File: src/rtl/instr_trace.sv
// Retired-instruction trace buffer with PC/exception trigger, post-trigger capture window
// and oldest-first readout; each entry carries a right-aligned ASCII MIPS mnemonic.
//   state  | meaning
//   IDLE   | buffer inactive, waiting for arm
//   ARMED  | capturing, watching for trigger
//   POST   | capturing the post-trigger window
//   FROZEN | capture stopped, draining via readout handshake
module instr_trace #(
  parameter int DEPTH     = 16,
  parameter int POST_TRIG = 4,
  parameter int MN_W      = 48
) (
  input  logic                     clk,
  input  logic                     rst,
  input  logic                     valid_i,
  input  logic [31:0]              pc_i,
  input  logic [31:0]              instr_i,
  input  logic                     arm_i,
  input  logic [1:0]               trig_mode_i,
  input  logic [31:0]              trig_pc_i,
  output logic                     rd_valid_o,
  input  logic                     rd_ready_i,
  output logic [31:0]              rd_pc_o,
  output logic [31:0]              rd_instr_o,
  output logic [MN_W-1:0]          rd_mn_o,
  output logic [1:0]               state_o,
  output logic [$clog2(DEPTH):0]   count_o
);
  localparam int AW = $clog2(DEPTH);
  localparam int CW = AW + 1;

  typedef enum logic [1:0] {IDLE = 2'd0, ARMED = 2'd1, POST = 2'd2, FROZEN = 2'd3} state_t;

  state_t          state, state_nxt;
  logic [AW-1:0]   wr_ptr, wr_ptr_nxt, rd_ptr;
  logic [CW-1:0]   count, count_nxt, post_cnt, post_cnt_nxt;
  logic [31:0]     pc_mem    [DEPTH];
  logic [31:0]     instr_mem [DEPTH];
  logic [MN_W-1:0] mn_mem    [DEPTH];
  logic [47:0]     dec_mn;
  logic [5:0]      op, funct;
  logic [4:0]      rs, rt;
  logic            exc, trig, capture, accept, rd_valid;

  assign op    = instr_i[31:26];
  assign rs    = instr_i[25:21];
  assign rt    = instr_i[20:16];
  assign funct = instr_i[5:0];

  always_comb begin
    dec_mn = 48'("N-R");
    if (instr_i == 32'h0) begin
      dec_mn = 48'("NOP");
    end else if (instr_i == 32'h4200_0018) begin
      dec_mn = 48'("ERET");
    end else begin
      case (op)
        6'h00: begin
          case (funct)
            6'h00: dec_mn = 48'("SLL");    6'h02: dec_mn = 48'("SRL");
            6'h03: dec_mn = 48'("SRA");    6'h04: dec_mn = 48'("SLLV");
            6'h06: dec_mn = 48'("SRLV");   6'h07: dec_mn = 48'("SRAV");
            6'h08: dec_mn = 48'("JR");     6'h09: dec_mn = 48'("JALR");
            6'h0C: dec_mn = 48'("SYSC");   6'h0D: dec_mn = 48'("BRE");
            6'h10: dec_mn = 48'("MFHI");   6'h11: dec_mn = 48'("MTHI");
            6'h12: dec_mn = 48'("MFLO");   6'h13: dec_mn = 48'("MTLO");
            6'h18: dec_mn = 48'("MULT");   6'h19: dec_mn = 48'("MULTU");
            6'h1A: dec_mn = 48'("DIV");    6'h1B: dec_mn = 48'("DIVU");
            6'h20: dec_mn = 48'("ADD");    6'h21: dec_mn = 48'("ADDU");
            6'h22: dec_mn = 48'("SUB");    6'h23: dec_mn = 48'("SUBU");
            6'h24: dec_mn = 48'("AND");    6'h25: dec_mn = 48'("OR");
            6'h26: dec_mn = 48'("XOR");    6'h27: dec_mn = 48'("NOR");
            6'h2A: dec_mn = 48'("SLT");    6'h2B: dec_mn = 48'("SLTU");
            default: dec_mn = 48'("N-R");
          endcase
        end
        6'h01: begin
          case (rt)
            5'h00: dec_mn = 48'("BLTZ");   5'h01: dec_mn = 48'("BGEZ");
            5'h10: dec_mn = 48'("BLTZAL"); 5'h11: dec_mn = 48'("BGEZAL");
            default: dec_mn = 48'("N-R");
          endcase
        end
        6'h02: dec_mn = 48'("J");      6'h03: dec_mn = 48'("JAL");
        6'h04: dec_mn = 48'("BEQ");    6'h05: dec_mn = 48'("BNE");
        6'h06: dec_mn = 48'("BLEZ");   6'h07: dec_mn = 48'("BGTZ");
        6'h08: dec_mn = 48'("ADDI");   6'h09: dec_mn = 48'("ADDIU");
        6'h0A: dec_mn = 48'("SLTI");   6'h0B: dec_mn = 48'("SLTIU");
        6'h0C: dec_mn = 48'("ANDI");   6'h0D: dec_mn = 48'("ORI");
        6'h0E: dec_mn = 48'("XORI");   6'h0F: dec_mn = 48'("LUI");
        6'h10: begin
          case (rs)
            5'h00: dec_mn = 48'("MFC0");   5'h04: dec_mn = 48'("MTC0");
            default: dec_mn = 48'("N-R");
          endcase
        end
        6'h20: dec_mn = 48'("LB");     6'h21: dec_mn = 48'("LH");
        6'h22: dec_mn = 48'("LWL");    6'h23: dec_mn = 48'("LW");
        6'h24: dec_mn = 48'("LBU");    6'h25: dec_mn = 48'("LHU");
        6'h26: dec_mn = 48'("LWR");    6'h28: dec_mn = 48'("SB");
        6'h29: dec_mn = 48'("SH");     6'h2A: dec_mn = 48'("SWL");
        6'h2B: dec_mn = 48'("SW");     6'h2E: dec_mn = 48'("SWR");
        default: dec_mn = 48'("N-R");
      endcase
    end
  end

  assign exc      = (op == 6'h00 && (funct == 6'h0C || funct == 6'h0D)) || (instr_i == 32'h4200_0018);
  assign trig     = (trig_mode_i[0] && pc_i == trig_pc_i) || (trig_mode_i[1] && exc);
  // An arm pulse always wins over a same-cycle capture.
  assign capture  = valid_i && !arm_i && (state == ARMED || state == POST);
  assign rd_valid = (state == FROZEN) && (count != '0);
  assign accept   = rd_valid && rd_ready_i;
  assign rd_ptr   = wr_ptr - count[AW-1:0];

  always_comb begin
    state_nxt    = state;
    wr_ptr_nxt   = wr_ptr;
    count_nxt    = count;
    post_cnt_nxt = post_cnt;
    if (arm_i) begin
      state_nxt    = ARMED;
      wr_ptr_nxt   = '0;
      count_nxt    = '0;
      post_cnt_nxt = '0;
    end else begin
      if (capture) begin
        wr_ptr_nxt = wr_ptr + AW'(1);
        if (count != CW'(DEPTH)) count_nxt = count + CW'(1);
      end
      case (state)
        ARMED: begin
          if (valid_i && trig) begin
            if (POST_TRIG == 0) begin
              state_nxt = FROZEN;
            end else begin
              state_nxt    = POST;
              post_cnt_nxt = CW'(POST_TRIG);
            end
          end
        end
        POST: begin
          if (valid_i) begin
            post_cnt_nxt = post_cnt - CW'(1);
            if (post_cnt == CW'(1)) state_nxt = FROZEN;
          end
        end
        FROZEN: begin
          if (accept) begin
            count_nxt = count - CW'(1);
            if (count == CW'(1)) state_nxt = IDLE;
          end
        end
        default: ;
      endcase
    end
  end

  always_ff @(posedge clk) begin
    if (rst) begin
      state    <= IDLE;
      wr_ptr   <= '0;
      count    <= '0;
      post_cnt <= '0;
    end else begin
      state    <= state_nxt;
      wr_ptr   <= wr_ptr_nxt;
      count    <= count_nxt;
      post_cnt <= post_cnt_nxt;
    end
  end

  // Storage is never cleared; count alone decides what is visible.
  always_ff @(posedge clk) begin
    if (capture && !rst) begin
      pc_mem[wr_ptr]    <= pc_i;
      instr_mem[wr_ptr] <= instr_i;
      mn_mem[wr_ptr]    <= MN_W'(dec_mn);
    end
  end

  assign rd_valid_o = rd_valid;
  assign rd_pc_o    = rd_valid ? pc_mem[rd_ptr]    : '0;
  assign rd_instr_o = rd_valid ? instr_mem[rd_ptr] : '0;
  assign rd_mn_o    = rd_valid ? mn_mem[rd_ptr]    : '0;
  assign state_o    = state;
  assign count_o    = count;

endmodule

File: config.mk
export PLATFORM = sky130hd
export DESIGN_NAME = instr_trace
export DESIGN_NICKNAME = d
export VERILOG_FILES = /design/src/rtl/instr_trace.sv
export SDC_FILE = /design/constraint.sdc
export NUM_CORES = 2
export LEC_CHECK = 0
export ABC_AREA = 0
export BUFFER_PORTS_ARGS = -buffer_cell sky130_fd_sc_hd__buf_2
export CAP_MARGIN = 20
export CORE_ASPECT_RATIO = 0.6
export CORE_UTILIZATION = 42
export CTS_BUF_LIST = sky130_fd_sc_hd__clkbuf_4 sky130_fd_sc_hd__clkbuf_8
export DETAILED_ROUTE_END_ITERATION = 7
export SKIP_CTS_REPAIR_TIMING = 1
export SLEW_MARGIN = 0
export SYNTH_ARGS = -nofsm -noshare
export SYNTH_HDL_FRONTEND = slang
export SYNTH_MEMORY_MAX_BITS = 65536
export SYNTH_SLANG_ARGS = --single-unit
export TNS_END_PERCENT = 30
File: constraint.sdc
create_clock -name clk -period 12.3 [get_ports clk]
set_clock_uncertainty 0.15 [all_clocks]
set_input_delay 0.615 -clock clk [delete_from_list [all_inputs] [get_ports clk]]
set_output_delay 0.615 -clock clk [all_outputs]
set_load 0.005 [all_outputs]
-- Yosys cells after proc, flatten, opt, wreduce, memory -nomap -nowiden
Memories as Yosys holds them, arrays and structs flattened.
Cells that the tools add are included.
- memories kept: 4
- ROM bits: 1792
- flip-flop bits (word level): 16
- bits in writable memories: 1792
- logic and storage cells: 117
- memory list (name ; words ; bits a word ; rd ports ; clocked after Yosys merged registers in ; wr ports ; RTL line ; text):
    (no name shown) ; 64 ; 28 ; 1 ; 0 ; 0 ; 59 ; case (funct)
    mn_mem ; 16 ; 48 ; 1 ; 0 ; 1 ; 39 ; logic [MN_W-1:0] mn_mem [DEPTH];
    instr_mem ; 16 ; 32 ; 1 ; 0 ; 1 ; 38 ; logic [31:0] instr_mem [DEPTH];
    pc_mem ; 16 ; 32 ; 1 ; 0 ; 1 ; 37 ; logic [31:0] pc_mem [DEPTH];
- muxes and demuxes: 24
- equal/unequal tests: 52
- add/sub/neg operators: 5
- reductions and logical operators: 27
- operators with widths (cell ; count):
    $pmux W48 S29 ; 1
    $pmux W47 S4 ; 1
    $mux W48 ; 3
    $eq A6 B6 Y1 const B ; 12
    $mux W32 ; 2
    $pmux W31 S2 ; 1
    $eq A6 B4 Y1 const B ; 10
    $eq A32 B31 Y1 const B ; 1
    $eq A32 B32 Y1 ; 1
    $logic_not A32 Y1 ; 1
    $mux W5 ; 6
    $eq A6 B3 Y1 const B ; 4
    $eq A5 B1 Y1 const B ; 3
    $eq A6 B2 Y1 const B ; 2
    $reduce_and A6 Y1 ; 2
    $eq A5 B5 Y1 const B ; 2
    $logic_not A5 Y1 ; 2
    $mux W2 ; 5
    $pmux W5 S2 ; 1
    $sub A5 B1 Y5 const B ; 2
    $logic_and A1 B1 Y1 ; 9
    $ne A3 B2 Y1 const B ; 3
    $eq A6 B1 Y1 const B ; 1
    $eq A6 B5 Y1 const B ; 1
    21 further kinds ; 32

-- Longest topological paths before layout
- word-level depth: 10
- depth in mapped cells: 11

-- Worst setup path after synthesis
Ideal clock, no wire load.
- kind: input to register
- start: input arm_i
- end: memory instr_mem[0][0], enable pin
- data required time: 11.479 ns
- data arrival time: 7.940 ns
- path slack: 3.539 ns
- stages on the path: 5
- buffers on the path: 1
- cells stage by stage: or2_2 -> clkbuf_1 -> nor2_1 -> nand2_1 -> nor3_1
- cells in the longest elaborated chain, start to end: 6
- ends and longest elaborated chain (element ; RTL line ; text):
    start, declared ; 18 ; input logic arm_i,
    $logic_not A1 Y1 ; 111 ; assign capture = valid_i && !arm_i && (state == ARMED || state == POST);
    $logic_and A1 B1 Y1 (2 in series) ; 111 ;
    $logic_and A1 B1 Y1 ; 175 ; if (capture && !rst) begin
    $mux W1 ; 175 ;
    $mux W1 (not written as such) ; 177 ; instr_mem[wr_ptr] <= instr_i;
    end, declared ; 38 ;
Every way passes these cells.

-- Worst setup path after layout
- start: register wr_ptr[0]
- end: output rd_pc_o[11]
- cells in the longest elaborated chain, start to end: 3
- ends and longest elaborated chain (element ; RTL line ; text):
    start, declared ; 35 ; logic [AW-1:0] wr_ptr, wr_ptr_nxt, rd_ptr;
    start signal, assigned ; 167 ; wr_ptr <= wr_ptr_nxt;
    $sub A4 B4 Y4 ; 114 ; assign rd_ptr = wr_ptr - count[AW-1:0];
    $mem_v2 Z16 W32 ; n/a ;
    $mux W32 ; 183 ; assign rd_pc_o = rd_valid ? pc_mem[rd_ptr] : '0;
    end, declared ; 23 ; output logic [31:0] rd_pc_o,
Every way passes these cells.

==> results.txt <==
CP most frequent cell: a211oi_1
Area growth, synth to finish: 13.31%
Die Y: 301.9 um
total power: 10.34 mW
Die Wd: 501.8 um
layout cell share with drive strength beyond 1: 0.2843
CTS tree: built
TritonRoute pass-1 iters: 7
die area: 0.1515 mm2
Avg Cell Area, Syn: 20.27 um2
Min-Delay Path Class: in2reg
Synth top area share: 0.7405
IO buf count: 208
Post-Syn Area: 0.06294 mm2
number of global-route vias before repair: 31914
sw power: 2.261 mW
area of the multi-input gates: 0.01526 mm2
Flop pwr share: 0.569
first-pass GRT wire length: 225400 um
worst vdd ir: 0.09629 mV
vias: 32170
pin count of the biggest net entering global routing: 131
DRC: 0
Hold Path Origin: rd_ready_i
initial DRC count: 3598
Seq cells post-synth: 1568
Critical Path RT: 11.53 ns
Clock Power Share: 0.383
clk sinks: 1568
Worst-Skew Late Latency: 0.89 ns
H-tree levels: 4
Max Freq: 0.1485 GHz
Warnings, synthesis: 0
most common cell after layout, fill and taps aside: edfxtp_1
crit path launch: wr_ptr[0]$_SDFFE_PP0P_
core footprint: 0.1480 mm2
hold path depth: 4
sequential cell area fraction in the yosys report: 0.7456
register area: 0.04693 mm2
Async SR Flop Fraction: 0
CP Cell Sequence: inv_1, ha_4, fa_4, buf_12, buf_4, mux4_2, nor2b_1, a211oi_1, a211oi_1, buf_2
gp weighted congestion: 0.9259
dominant cell type by area after synthesis: edfxtp_1
Vias/cell: 5.699
logic gate share of total power: 0.048
Max Cap Viol: 0
setup_tns: 0 ns
global route total overflow: 0
outcome: complete, no violations
relative max-transition margin: 0.2815
max-slew violations: 0
largest stage delay on the critical path: 1.28 ns
Worst EP arrival: 5.97 ns
I/O pins: 223
Critical Path End Type: primary output
root buf cell: clkbuf_8
measured slew at the worst slew-check pin: 1.078 ns
Post-Synthesis Cells: 3105
crit-path max FO: 130
Reg-to-Reg Start: state_o[0]$_SDFFE_PP0P_
dpl hpwl: 79870 um
Cell Area, Placed: 0.06648 mm2
RSZ-0062 raised after global routing: false
WL/cell: 27.71 um
initial core utilization: 0.4253
WL final: 156400 um
R2R depth: 8
sw frac: 0.2188
Setup violations, final: 0
clock tree buffer depth: 3
number of enable flip-flop cells after synthesis: 1552
Final Hold Fails: 0
Power Internal: 8.074 mW
Final Util: 0.4819
final period utilization: 0.5475
slowest CP cell: fa_4
number of antenna violations at the first check in global routing: 11
leakage: 22.87 nW
synth top area cells: edfxtp_1, mux4_2, a211oi_1, mux2i_1, nor2b_1
min Tclk post-route: 6.734 ns
CTS clk-pin slew, worst paths: 0.06 ns
hold_ws: 0.01693 ns
critical path type: reg2out
Finished Cell Area: 0.07131 mm2
total CTS buffers: 214
synth unique cells: 71
most frequent cells in the layout: edfxtp_1, mux4_2, clkbuf_8
final net count: 3592
Primary FF master, synth: edfxtp_1
startpoint class of the critical path: register
DRT antenna net count: 0
row cnt: 109
P per Cell Area: 144.9 mW/mm2
Fill cells: 12127
GRT Overall Usage: 0.2071
[sequential cells by signal, indices dropped and copies added (netlist names)]
name and flops:
count_o 5, instr_mem 512, mn_mem 528, pc_mem 512, post_cnt 5, state_o 2
wr_ptr 4
[kinds of logic (layout without fill, tap and decap cells)]
| logic type | count (synthesis) | after routing | share of synthesized area |
|---|---|---|---|
| compound gates | 390 | 390 | 0.04324 |
| xor+xnor | 42 | 42 | 0.005845 |
| fa+ha+maj | 25 | 25 | 0.005089 |
| buf+inv | 235 | 758 | 0.01553 |
| flops | 1568 | 1568 | 0.7456 |
| mux | 488 | 488 | 0.1547 |
| other cells | 1 | 20 | 0.00005958 |
| simple gates | 356 | 356 | 0.02992 |
[layout make-up]
type                            instances  area share
Timing Repair Buffer                  335     0.03205
Tap cell                             1998     0.03505
Antenna cell                            6   0.0002105
Inverter                               30    0.001579
Clock inverter                        113     0.01075
Multi-Input combinational cell       1315      0.2139
Sequential cell                      1568      0.6580
Clock buffer                          280     0.04842
[critical path, delay by kind of cell, from the launching register on]
family	cells	cell delay [ns]
buffers and inverters	4	1.78
multiplexers	1	0.41
adder cells (fa/ha/maj)	2	1.46
flip-flops	1	0.38
AND/OR/NAND/NOR	1	0.15
AO/OA/AOI/OAI	2	0.69
[through the flow]
stage	setup WS, ns	cells
2_1_floorplan	3.539	3118
3_3_place_gp	6.475	5184
3_5_place_dp	6.474	5185
4_1_cts	5.454	5578
5_1_grt	5.385	5644
6_report	5.566	5645
[cell usage after synthesis (4+ instances only)]
cell         n
a211oi_1   199
a21oi_1     58
a31oi_1     20
and2_1       7
and3_1       5
buf_1       25
buf_2       31
buf_4       15
clkbuf_1   134
dfxtp_1     16
edfxtp_1  1552
ha_1        24
inv_1       29
mux2i_1    100
mux4_2     388
nand2_1     60
nand2b_1    12
nand3_1     23
nand4_1     17
nor2_1      73
nor2b_1    109
nor3_1      21
nor4_1      10
o211ai_1     4
o21a_1       5
o21ai_0     45
o31ai_1      6
o32ai_1      5
or2_2        4
or3_1        4
xnor2_1     33
xor2_1       9
[power groups by stage]
stage               Clock [mW]  Sequential (mW)  Combinational (mW)
floorplan                    0             6.00               0.314
global placement             0             6.00               0.476
detailed placement           0             6.00               0.479
CTS                       4.06             5.88               0.480
global route              4.29             5.88               0.537
finish                    3.96             5.88               0.494
[per-layer routing]
metal | global-route usage | up-vias | routed length [um]
li1 | - | 13683 | -
met1 | 0.3147 | 16998 | 71360
met2 | 0.3064 | 1272 | 70880
met3 | 0.03763 | 217 | 11150
met4 | 0.05916 | 0 | 3045
met5 | 0 | - | 0
[path summary, 6_finish.rpt]
check,to,slack (ns)
hold / removal,count_o[4]$_SDFF_PP0_,0.02
setup / recovery,rd_pc_o[11],5.57
hold reg to reg,post_cnt[2]$_SDFFE_PP0P_,0.36
setup reg to reg,instr_mem[0][30]$_DFFE_PP_,7.67
Power figures use the tool's default switching activity.
